**src/rtl/sipo_frame_ctrl.sv**
```systemverilog
// sipo_frame_ctrl: detects a start bit, drives the sipo for WIDTH cycles and captures the word for a valid/ready consumer.
// Define PARITY_SEL_EN to add an even-parity bit after the data bits and report parity_err.
module sipo_frame_ctrl #(
    parameter int WIDTH       = 4,
    parameter bit START_LEVEL = 1'b0
) (
    input  logic             clk,
    input  logic             rst,
    input  logic             en,
    input  logic             serial,
    output logic             sipo_en,
    input  logic [WIDTH-1:0] sipo_parallel,
    output logic [WIDTH-1:0] data_out,
    output logic             valid,
    input  logic             ready,
    output logic             overrun,
    input  logic             overrun_clr,
    output logic             parity_err,
    output logic             busy
);
    localparam int CW = (WIDTH > 2) ? $clog2(WIDTH) : 1;

    typedef enum logic [1:0] {S_IDLE, S_SHIFT, S_PARITY, S_CAPTURE} state_t;

`ifdef PARITY_SEL_EN
    localparam state_t S_AFTER = S_PARITY;
`else
    localparam state_t S_AFTER = S_CAPTURE;
`endif

    state_t           r_state;
    state_t           w_next;
    logic [CW-1:0]    r_cnt;
    logic [WIDTH-1:0] r_data;
    logic             r_valid;
    logic             r_ovr;
    logic             w_start;
    logic             w_last;
    logic             w_cap;
    logic             w_take;

    assign w_start = en && (serial == START_LEVEL);
    assign w_last  = r_cnt == CW'(WIDTH - 1);
    assign w_cap   = r_state == S_CAPTURE;
    assign w_take  = w_cap && (!r_valid || ready);

    always_ff @(posedge clk or posedge rst) begin
        if (rst) r_state <= S_IDLE;
        else     r_state <= w_next;
    end

    always_comb begin
        w_next = S_IDLE;
        case (r_state)
            S_IDLE:   w_next = w_start ? S_SHIFT : S_IDLE;
            S_SHIFT:  w_next = !en ? S_IDLE : (w_last ? S_AFTER : S_SHIFT);
            S_PARITY: w_next = en ? S_CAPTURE : S_IDLE;
            default:  w_next = S_IDLE;
        endcase
    end

    always_comb begin
        sipo_en = en && (r_state == S_SHIFT);
        busy    = r_state != S_IDLE;
    end

    // Counter holds at WIDTH-1 on the last shift; it is only cleared by a new start.
    always_ff @(posedge clk or posedge rst) begin
        if (rst)                               r_cnt <= '0;
        else if (r_state == S_IDLE && w_start) r_cnt <= '0;
        else if (r_state == S_SHIFT && !w_last) r_cnt <= r_cnt + 1'b1;
    end

    always_ff @(posedge clk or posedge rst) begin
        if (rst) begin
            r_data  <= '0;
            r_valid <= 1'b0;
            r_ovr   <= 1'b0;
        end else begin
            if (w_take) r_data <= sipo_parallel;
            r_valid <= w_take || (r_valid && !ready);
            r_ovr   <= !overrun_clr && (r_ovr || (w_cap && r_valid && !ready));
        end
    end

    assign data_out = r_data;
    assign valid    = r_valid;
    assign overrun  = r_ovr;

`ifdef PARITY_SEL_EN
    logic r_par_bit;
    logic r_perr;

    always_ff @(posedge clk or posedge rst) begin
        if (rst) begin
            r_par_bit <= 1'b0;
            r_perr    <= 1'b0;
        end else begin
            if (r_state == S_PARITY) r_par_bit <= serial;
            if (w_take)              r_perr    <= ^{sipo_parallel, r_par_bit};
        end
    end

    assign parity_err = r_perr;
`else
    assign parity_err = 1'b0;
`endif
endmodule
```
**config.mk**
```make
export PLATFORM = sky130hd
export DESIGN_NAME = sipo_frame_ctrl
export DESIGN_NICKNAME = d
export VERILOG_FILES = /design/src/rtl/sipo_frame_ctrl.sv
export SDC_FILE = /design/constraint.sdc
export NUM_CORES = 1
export LEC_CHECK = 0
export ABC_CLOCK_PERIOD_IN_PS = 1200
export BUFFER_PORTS_ARGS = -buffer_cell sky130_fd_sc_hd__buf_2
export CORE_MARGIN = 2
export CORE_UTILIZATION = 30
export DETAILED_ROUTE_END_ITERATION = 7
export HOLD_SLACK_MARGIN = 0.03
export PLACE_DENSITY = 0.62
export RECOVER_POWER = 50
export SLEW_MARGIN = 20
export SYNTH_ARGS = -nofsm -noshare
export SYNTH_HDL_FRONTEND = slang
export SYNTH_SLANG_ARGS = --single-unit
```
**constraint.sdc**
```tcl
create_clock -name clk -period 1.2 [get_ports clk]
set_input_delay 0.12 -clock clk [delete_from_list [all_inputs] [get_ports clk]]
set_output_delay 0.12 -clock clk [all_outputs]
set_load 0.02 [all_outputs]
```
==> summary.md <==
| Metric | Value |
|---|---|
| Status | finished, violations left |
| Failing checks | setup timing |
| Max cap viols | 0 |
| Peak VDD IR | 0.000944 V |
| Slowest CP cell | dfrtp_1 |
| Final HPWL DP | between 600 and 700 um |
| Top post-synthesis cells by count | dfrtp_1 (10), mux2_2 (5), a22o_1 (3), nor2_1 (3) |
| Grt ovf | 0 |
| Skew final | 0.00212 ns |
| FF-to-FF path depth | 4 |
| Switching Fraction | 0.315 |
| Comb pwr share | 0.425 |
| Pwr Density | 1910 mW/mm^2 |
| Synth top area cells | dfrtp_1 (52%), mux2_2 (12%), a22o_1 (5.5%), or2b_1 (3.1%), ha_1 (2.6%) |
| EDFF count, synth | 0 |
| DRT Pass-1 Iters | 3 |
| Required @ worst endpoint | 1.08 ns |
| Violation count after the first detailed-route iteration | 8 |
| Yosys cell types | 20 |
| IO Port Bufs | 17 |
| Mapped Cells | 40 |
| Largest net degree at the start of global routing | 11 |
| Boundary pin count | 19 |
| Fill count | 141 |
| Multi-input gate area | 230 um^2 |
| Setup CP Type | reg -> out |
| Switching pwr | 0.000439 W |
| Worst Setup EP | sipo_en |
| Synth Warn # | 0 |
| Top sig layer | met3 |
| Final slew viol count | 0 |
| Met1 WL | 457 um |
| Met3 wire length | 43 um |
| XOR/XNOR Fraction of Synth Area | 0 |
| Cell-internal power | about 0.00096 W |
| Area grow syn2layout | 52.9% |
| Worst Path Max Fanout | 8 |
| Final nets | 82 |
| Cell mode on critical path | buf_6 |
| Hold Path Class | in -> reg |
| Setup crit start kind | flop |
| CTS Buffer Depth | 2 |
| Worst EP arrival | around 1.1 ns |
| Via count | between 300 and 400 |
| Num CTS Buffers | 3 |
| GPL Wtd Cong | 0.710 |
| Largest family of logic cells by synthesized area | simple AND/OR/NAND/NOR gates |
| Critical path cell sequence | buf_6, and3b_2, buf_6 |
| Reg power frac | 0.358 |
| Site Rows | 14 |
| ANT cells | 0 |
| Synth Area in Compound Gates | 0.110 |
| Crit end category | primary output |
| Share of the synthesized area in the top cell type | 0.524 |
| Hold WS | 0.0475 ns |
| Post-synthesis adder-cell area fraction | 0.0262 |
| Clock-pin slew on the worst setup and hold paths | 0.07 ns |
| Final WS setup | -0.0435 ns |
| Routed wl met2 | 473 um |
| Synth async-reset ratio | 1.00 |
| Worst setup path start | r_state[0] |
| Final Hold Fails | 0 |
| Avg Inst Size Synth | 11.9 um^2 |
| Clk pwr share | 0.218 |
| Die area | around 0.0019 mm^2 |
| Vias per inst | about 4.5 |
| Final wirelength | 974 um |
| Root buf cell | clkbuf_4 |
| Multiplexer share of the synthesized area | 0.118 |
| Post-synth net total | between 50 and 60 |
| Cell Area, Synth | 478 um^2 |
| Worst reg2reg startpoint | r_cnt[0] |
| Die X | approximately 44 um |
| Wirelength per Cell | roughly 11 um |
| Post-synthesis register bit count | 10 |
| Vias in the first global route | approximately 380 |
| R2R Setup Slk | -0.01 ns |
| Simple-Gate Fraction of Synth Area | 0.160 |
| Fin crit period | 1.24 ns |
| Reg-to-reg endpoint | r_cnt[0] |
| Reg area | around 250 um^2 |
| Dominant synthesized flop cell | dfrtp_1 |
| CTS tree | yes |
| FMAX | 804 MHz |
| Post-synthesis sequential area ratio | 0.524 |
| Layout cells sized above 1 | 0.586 |
| Leak Pwr | between 0.3 and 0.4 nW |
| Synth area leader | dfrtp_1 |
| Initial antenna violation count | 0 |
| CP peak stage delay | 0.39 ns |
| Most common cell in the netlist | dfrtp_1 |
| Initial Utilization | 0.317 |
| DRC viols | 0 |
| Clk sinks | 10 |
| Cell area after placement | 603 um^2 |
| Final worst-path cycle share | 1.04 |
| Die H | 43.9 um |
| Design Area, Final | 731 um^2 |
| First-pass GRT wire length | between 1500 and 2000 um |
| GRT Total Usage | 0.111 |
| Final setup viols | 4 |
| CTS H-tree depth | 1 |
| RSZ-0062 raised after global routing | true |
| DRT antenna net count | 0 |
| Core area | 0.00151 mm^2 |
| Clock Latency Late Sink | 0.26 ns |
## repair_timing
item | 4_1_cts | 5_1_grt
resized for setup | 6 | 6
setup endpoints to repair | 4 | 8
pin swaps | 1 | 1
buffers inserted | 2 | 2
hold buffers | 2 | 0
endpoints found under the hold margin | 11 | 0
## placed cells by master, fill, tap and decap left out
cell type      synthesis  routed
a21boi_0               1       1
a21oi_1                1       1
a22o_1                 3       3
a31oi_1                1       1
and2b_2                0       1
and3b_2                1       1
buf_2                  0      16
buf_4                  1       7
buf_6                  1       3
clkbuf_4               0       3
clkbuf_8               0       1
conb_1                 1       1
dfrtp_1               10      10
dlygate4sd3_1          0       2
ha_2                   0       1
inv_1                  2       2
mux2_2                 5       1
mux2_4                 0       4
nand2_1                2       2
nand3b_1               1       1
nor2_1                 3       1
nor2_2                 0       1
nor2_4                 1       2
nor2b_1                1       1
o21bai_1               1       1
or2b_1                 2       2
## per-stage QoR
step                      setup slack [ns]  setup TNS (ns)  std cells   util  power, W
after global placement              0.0143               0         76  0.400  0.000964
after CTS                          -0.0623          -0.101         84  0.459   0.00133
after floorplan                    -0.0476          -0.190         40      -  0.000818
final                              -0.0435         -0.0620         86  0.485   0.00140
after detailed placement          -0.00395        -0.00395         76  0.400  0.000973
after global routing               -0.0894          -0.408         86  0.485   0.00148
## final cells by class
type                            count  share of cell area
Inverter                            2              0.0103
Sequential cell                    10               0.342
Timing Repair Buffer               28               0.255
Tap cell                           16              0.0274
Multi-Input combinational cell     26               0.315
Clock buffer                        4              0.0497
## state kept, by name, indices dropped and copies added, names as in the netlist
register	flops
data_out	4
r_cnt	2
r_state	2
overrun	1
valid	1
## worst min-delay path by stage
stage / start / endpoint / slack (ns) / cells past startpoint
global placement: rst / r_cnt[1] / 0.11 / 2
floorplan: rst / data_out[0] / -0.04 / 1
global route: serial / r_state[0] / 0.05 / 2
detailed placement: rst / r_cnt[0] / 0.12 / 2
CTS: serial / r_state[0] / 0.04 / 2
finish: serial / r_state[0] / 0.05 / 2
## per-layer routing
metal | up-vias | global-route usage
li1 | 193 | -
met1 | 184 | 0.145
met2 | 11 | 0.165
met3 | 0 | 0.0375
met4 | 0 | 0.0545
met5 | - | 0
## critical path: cells and delay by family, from the launching register on
family | cells | cell delay, ns
flip-flops | 1 | 0.39
buffers and inverters | 2 | 0.27
AND/OR/NAND/NOR | 1 | 0.21
## logic make-up after synthesis
group                      count (synthesis)
muxes                                      5
AOI/OAI and AO/OA                          7
DFF                                       10
other                                      1
buffers and inverters                      4
adders and majority gates                  1
and+or+nand+nor                           12
## power groups by stage
stage          sequential, W  combinational (W)  clock, W
2_1_floorplan       0.000593           0.000224         0
3_3_place_gp        0.000498           0.000465         0
3_5_place_dp        0.000501           0.000472         0
4_1_cts             0.000496           0.000518  0.000314
5_1_grt             0.000513           0.000639  0.000327
6_report            0.000499           0.000593  0.000304
Note: power is estimated with default switching activity, not from simulation.
